--- config.mk ---
export PLATFORM = sky130hd
export DESIGN_NAME = mem_access_unit
export DESIGN_NICKNAME = d
export VERILOG_FILES = /design/src/rtl/mem_access_unit.sv
export SDC_FILE = /design/constraint.sdc
export NUM_CORES = 1
export LEC_CHECK = 0
export ABC_AREA = 1
export BUFFER_PORTS_ARGS = -buffer_cell sky130_fd_sc_hd__buf_2
export CORE_UTILIZATION = 57
export CTS_CLUSTER_SIZE = 14
export DETAILED_ROUTE_END_ITERATION = 8
export GPL_ROUTABILITY_DRIVEN = 1
export PLACE_DENSITY = 0.86
export SYNTH_ARGS = -nofsm -noshare
export SYNTH_HDL_FRONTEND = slang
export SYNTH_SLANG_ARGS = --single-unit
--- constraint.sdc ---
create_clock -name clk_i -period 5.75 [get_ports clk_i]
set_clock_uncertainty 0.2 [all_clocks]
set_input_delay 1.15 -clock clk_i [delete_from_list [all_inputs] [get_ports clk_i]]
set_output_delay 1.15 -clock clk_i [all_outputs]
set_load 0.05 [all_outputs]
--- src/rtl/mem_access_unit.sv ---
// MEM-stage load/store engine: turns RV32I byte/half/word accesses into aligned
// word transactions on a memory without byte enables (sub-word stores use read-modify-write).
module mem_access_unit #(
  parameter int ADDR_W  = 32,
  parameter int TIMEOUT = 255
) (
  input  logic              clk_i,
  input  logic              rst_i,
  input  logic              req_i,
  input  logic              we_i,
  input  logic [2:0]        funct3_i,
  input  logic [ADDR_W-1:0] addr_i,
  input  logic [31:0]       wdata_i,
  output logic [31:0]       rdata_o,
  output logic              done_o,
  output logic              err_o,
  output logic              stall_o,
  output logic              mem_req_o,
  output logic              mem_we_o,
  output logic [ADDR_W-1:0] mem_addr_o,
  output logic [31:0]       mem_wdata_o,
  input  logic [31:0]       mem_rdata_i,
  input  logic              mem_ready_i
);

  typedef enum logic [1:0] {IDLE, RD, WR, RESP} state_t;

  // Counter only has to reach TIMEOUT-1; the expiry decision happens in that cycle.
  localparam int WD_W = (TIMEOUT > 1) ? $clog2(TIMEOUT) : 1;
  localparam logic [WD_W-1:0] WD_LAST = WD_W'(TIMEOUT - 1);

  state_t            state_q, state_d;
  logic              we_q, we_d;
  logic [2:0]        funct3_q, funct3_d;
  logic [1:0]        addr_lo_q, addr_lo_d;
  logic [15:0]       wdata_lo_q, wdata_lo_d;
  logic [31:0]       rdata_q, rdata_d;
  logic              err_q, err_d;
  logic [WD_W-1:0]   wdog_q, wdog_d;
  logic              mem_req_q, mem_req_d;
  logic              mem_we_q, mem_we_d;
  logic [ADDR_W-1:0] mem_addr_q, mem_addr_d;
  logic [31:0]       mem_wdata_q, mem_wdata_d;

  logic        f3_legal;
  logic        misaligned;
  logic        wd_expire;
  logic [31:0] rd_shift;
  logic [31:0] load_val;
  logic [31:0] merged_w;

  always_comb begin
    f3_legal = 1'b0;
    case (funct3_i)
      3'b000, 3'b001, 3'b010: f3_legal = 1'b1;
      3'b100, 3'b101:         f3_legal = !we_i;
      default:                f3_legal = 1'b0;
    endcase
    misaligned = ((funct3_i[1:0] == 2'b01) && addr_i[0]) ||
                 ((funct3_i[1:0] == 2'b10) && (addr_i[1:0] != 2'b00));
  end

  assign wd_expire = (TIMEOUT != 0) && (wdog_q == WD_LAST);

  // Little-endian lane select: the addressed byte/half lands in the low bits.
  assign rd_shift = mem_rdata_i >> {addr_lo_q, 3'b000};

  always_comb begin
    case (funct3_q)
      3'b000:  load_val = {{24{rd_shift[7]}}, rd_shift[7:0]};
      3'b001:  load_val = {{16{rd_shift[15]}}, rd_shift[15:0]};
      3'b100:  load_val = {24'b0, rd_shift[7:0]};
      3'b101:  load_val = {16'b0, rd_shift[15:0]};
      default: load_val = rd_shift;
    endcase
  end

  generate
    for (genvar gi = 0; gi < 4; gi++) begin : g_merge
      logic sb_hit;
      logic sh_hit;
      assign sb_hit = (funct3_q[1:0] == 2'b00) && (addr_lo_q == 2'(gi));
      assign sh_hit = (funct3_q[1:0] == 2'b01) && (addr_lo_q[1] == 1'(gi / 2));
      assign merged_w[gi*8 +: 8] = sb_hit ? wdata_lo_q[7:0] :
                                   sh_hit ? wdata_lo_q[(gi % 2)*8 +: 8] :
                                            mem_rdata_i[gi*8 +: 8];
    end
  endgenerate

  always_comb begin
    state_d     = state_q;
    we_d        = we_q;
    funct3_d    = funct3_q;
    addr_lo_d   = addr_lo_q;
    wdata_lo_d  = wdata_lo_q;
    rdata_d     = rdata_q;
    err_d       = err_q;
    wdog_d      = wdog_q;
    mem_req_d   = mem_req_q;
    mem_we_d    = mem_we_q;
    mem_addr_d  = mem_addr_q;
    mem_wdata_d = mem_wdata_q;

    case (state_q)
      IDLE: begin
        if (req_i) begin
          we_d       = we_i;
          funct3_d   = funct3_i;
          addr_lo_d  = addr_i[1:0];
          wdata_lo_d = wdata_i[15:0];
          if (!f3_legal || misaligned) begin
            err_d   = 1'b1;
            rdata_d = 32'b0;
            state_d = RESP;
          end else begin
            err_d      = 1'b0;
            wdog_d     = '0;
            mem_req_d  = 1'b1;
            mem_addr_d = {addr_i[ADDR_W-1:2], 2'b00};
            if (we_i && (funct3_i == 3'b010)) begin
              mem_we_d    = 1'b1;
              mem_wdata_d = wdata_i;
              state_d     = WR;
            end else begin
              mem_we_d = 1'b0;
              state_d  = RD;
            end
          end
        end
      end
      RD: begin
        if (mem_ready_i) begin
          if (!we_q) begin
            rdata_d   = load_val;
            mem_req_d = 1'b0;
            state_d   = RESP;
          end else begin
            mem_we_d    = 1'b1;
            mem_wdata_d = merged_w;
            wdog_d      = '0;
            state_d     = WR;
          end
        end else if (wd_expire) begin
          mem_req_d = 1'b0;
          err_d     = 1'b1;
          rdata_d   = 32'b0;
          state_d   = RESP;
        end else begin
          wdog_d = wdog_q + 1'b1;
        end
      end
      WR: begin
        if (mem_ready_i || wd_expire) begin
          mem_req_d = 1'b0;
          mem_we_d  = 1'b0;
          rdata_d   = 32'b0;
          err_d     = !mem_ready_i;
          state_d   = RESP;
        end else begin
          wdog_d = wdog_q + 1'b1;
        end
      end
      RESP: begin
        state_d = IDLE;
      end
      default: state_d = IDLE;
    endcase
  end

  always_ff @(posedge clk_i or negedge rst_i) begin
    if (!rst_i) begin
      state_q     <= IDLE;
      we_q        <= 1'b0;
      funct3_q    <= 3'b0;
      addr_lo_q   <= 2'b0;
      wdata_lo_q  <= 16'b0;
      rdata_q     <= 32'b0;
      err_q       <= 1'b0;
      wdog_q      <= '0;
      mem_req_q   <= 1'b0;
      mem_we_q    <= 1'b0;
      mem_addr_q  <= '0;
      mem_wdata_q <= 32'b0;
    end else begin
      state_q     <= state_d;
      we_q        <= we_d;
      funct3_q    <= funct3_d;
      addr_lo_q   <= addr_lo_d;
      wdata_lo_q  <= wdata_lo_d;
      rdata_q     <= rdata_d;
      err_q       <= err_d;
      wdog_q      <= wdog_d;
      mem_req_q   <= mem_req_d;
      mem_we_q    <= mem_we_d;
      mem_addr_q  <= mem_addr_d;
      mem_wdata_q <= mem_wdata_d;
    end
  end

  // Stall is gated by reset so every output reads 0 while rst_i is low.
  assign stall_o     = rst_i && (((state_q == IDLE) && req_i) || (state_q == RD) || (state_q == WR));
  assign done_o      = (state_q == RESP);
  assign err_o       = (state_q == RESP) && err_q;
  assign rdata_o     = rdata_q;
  assign mem_req_o   = mem_req_q;
  assign mem_we_o    = mem_we_q;
  assign mem_addr_o  = mem_addr_q;
  assign mem_wdata_o = mem_wdata_q;

endmodule

==> out/metrics.yaml <==
setup_path:
  worst-path-stages: 6
  critPathKind: "register to output port"
  rr_startpoint: "state_q[1]$_DFFE_PN0P_"
  path_max_fanout: 43
  crit_path_start_kind: "register"
  critPathLaunch: "state_q[0]$_DFFE_PN0P_"
  critical_path_buf_inv_count: 3
  end_kind: "output port"
  cp.arrival_ns: 2.13
  worst_r2r_endpoint: "mem_wdata_o[9]$_DFFE_PN0P_"
  required_ns: 4.40
  max_stage_delay_ns: 0.42
  reg2regPathDepth: 13
  critPathTopFamily: "buffers and inverters"
  path_cells: "inv_1, ha_1, nand2_1, buf_4, a31oi_1, buf_2"
  r2r_slack_ns: 2.70
  slowest_stage: "dfrtp_1"
  setup.worst_path.end: "stall_o"
sta:
  fin_tns_setup_ns: 0
  setup_viol: 0
  min_period_ns: 3.48
  rsz0062_at_grt: "no"
  final_hold_viol_count: 0
  final_max_slew_viol_count: 0
  post-route-period-util_pct: 60.4
  hold_ws_ns: 0.271
  slew_headroom_pct: 34.2
  fmax_ghz: 0.288
  tightest_slew_ns: 0.986
logic_synthesis:
  synth_top_area_share_pct: 44.5
  ys_types: 36
  synth_top_area_cell: "dfrtp_1"
  synthMostInstantiatedCell: "nand2_1"
  synthTopCellsByArea: "dfrtp_1, nand2_1, nand3_1"
  synth_seq_cells: 129
  syn_area_per_cell_um2: 7.12
  synthTopCellsByCount: "nand2_1, dfrtp_1, inv_1, nand3_1, o21ai_1"
  async_flop_share_pct: 100
  yosys_warnings: 0
  synth_area_mm2: 0.00725
  synth_edf_count: 0
  synthCells: 1018
  synth_flop_cell: "dfrtp_1"
  synth_seq_area_share_pct: 44.5
power:
  powerDensity_mw_per_mm2: 670
  p_total_w: 0.00593
  peakVddDrop_uv: 453
  p_leak_nw: 5.14
drt:
  detail_route.vias_per_cell: 5.34
  wl_per_cell_um: 15.4
  wl_um: 21200
  drtAntennaViolNets: 0
  drt_iter0_drc: 665
  drt_pass1_iterations: 5
  drc_errors: 0
  vias: 7344
global_route:
  grt_pass1_wl_um: 33600
  grt_pass1_vias: 6562
  antenna_found_initial: 0
  grt_util_met2_pct: 51.7
  use_met3_pct: 7.33
  grt_util_met1_pct: 45.9
  grt_max_degree: 61
  track_usage_pct: 33.7
  grt_overflow: 0
  busiest_layer: "met2"
clocking:
  post_cts_resized: 0
  ctsHoldBuffers: 0
  clockBufferDepth: 2
  clk_pin_slew_ns: 0.05
  htree_num_levels: 4
  clock_latency_ns: 0.43
  clock-root-buffer: "clkbuf_16"
  cts_tree: "yes"
  cts_sinks: 129
  cts_setup_buffers: 0
  cts_buffers: 17
worst_hold_path:
  min_path_type: "register to register"
floorplan:
  io_pins: 205
  rows: 40
  core_mm2: 0.0122
  die_w_um: 115
  die-area_mm2: 0.0132
  fp.dieH_um: 115
  start_util_pct: 59.4
final_layout:
  multi_input_area_mm2: 0.00330
  antennaDiodeCount: 0
  seqCellArea_mm2: 0.00323
  n_fill_cell: 1038
  final_nets: 1306
  area_growth_pct: 22.0
  layout-drive-gt1-share_pct: 23.2
place:
  portBuffers: 202
  dp_hpwl_um: 15400
  place_congestion: 0.942
status:
  outcome: "completed"
flow_run:
  maxCapViolCount: 0
-- flip-flops by register name, summed over array words and instances, names as in the netlist --
name         count
wdog_q           8
rdata_o         32
wdata_lo_q      16
err_q            1
mem_req_o        1
funct3_q         3
mem_addr_o      30
addr_lo_q        2
state_q          2
we_q             1
mem_wdata_o     32
mem_we_o         1
-- layer usage --
layer,routed length [um],vias to the layer above
met2,9320,440
met3,2170,51
met1,9010,3255
met4,717,0
li1,-,3598
met5,0,-
-- power breakdown --
group	total (W)	internal, W	switching (W)
logic	0.00325	0.000787	0.00246
registers	0.00161	0.00129	0.000325
clock network	0.00106	0.000677	0.000388
-- logic make-up after synthesis --
group	count (synthesis)	share of synthesized area (%)
other	1	0.0517
multiplexers	2	0.310
AO/OA/AOI/OAI	175	13.1
XOR/XNOR	1	0.121
AND/OR/NAND/NOR	530	30.7
adder cells (fa/ha/maj)	7	1.21
buffers and inverters	173	10.1
flip-flops	129	44.5
-- tightest hold or removal path, cell delays in order (launching register included) --
cell	delay, ns
dfrtp_1	0.34
nand2_1	0.05
nand2_1	0.05
-- worst min path at each step --
| stage | from | to | slack (ns) | cells after the start |
|---|---|---|---|---|
| finish | rdata_o[27]$_DFFE_PN0P_ | rdata_o[27]$_DFFE_PN0P_ | 0.27 | 2 |
| detailed placement | rdata_o[1]$_DFFE_PN0P_ | rdata_o[1]$_DFFE_PN0P_ | 0.26 | 2 |
| global placement | rdata_o[5]$_DFFE_PN0P_ | rdata_o[5]$_DFFE_PN0P_ | 0.26 | 2 |
| global route | rdata_o[12]$_DFFE_PN0P_ | rdata_o[12]$_DFFE_PN0P_ | 0.28 | 2 |
| floorplan | wdata_lo_q[10]$_DFFE_PN0P_ | wdata_lo_q[10]$_DFFE_PN0P_ | 0.25 | 2 |
| CTS | rdata_o[12]$_DFFE_PN0P_ | rdata_o[12]$_DFFE_PN0P_ | 0.28 | 2 |
-- final cells by class --
| cell class | instances | share of cell area (%) |
|---|---|---|
| clock inverters | 10 | 1.23 |
| repair buffers | 208 | 12.0 |
| clock buffers | 21 | 5.43 |
| multi-input cells | 717 | 37.3 |
| well taps | 168 | 2.38 |
| inverters | 122 | 5.20 |
| flip-flops and latches | 129 | 36.5 |
-- per-stage QoR --
stage	std cells	utilization [%]	area (um2)	worst slack, ns
after global placement	1344	67.6	8260	2.33
after detailed placement	1344	67.6	8260	2.36
final	1375	72.5	8850	2.27
after floorplan	1019	-	7260	2.13
after CTS	1375	72.5	8850	2.26
after global routing	1375	72.5	8850	2.14
-- cells in the final DEF, fill, tap and decap left out, types with 17 or more instances in the layout --
cell type,n
nand2_1,385
buf_2,201
dfrtp_1,129
inv_1,100
nand3_1,97
o21ai_1,69
a21oi_1,38
o21ai_0,35
inv_2,20
nor2_1,18
clkbuf_16,17
Power figures use the tool's default switching activity.
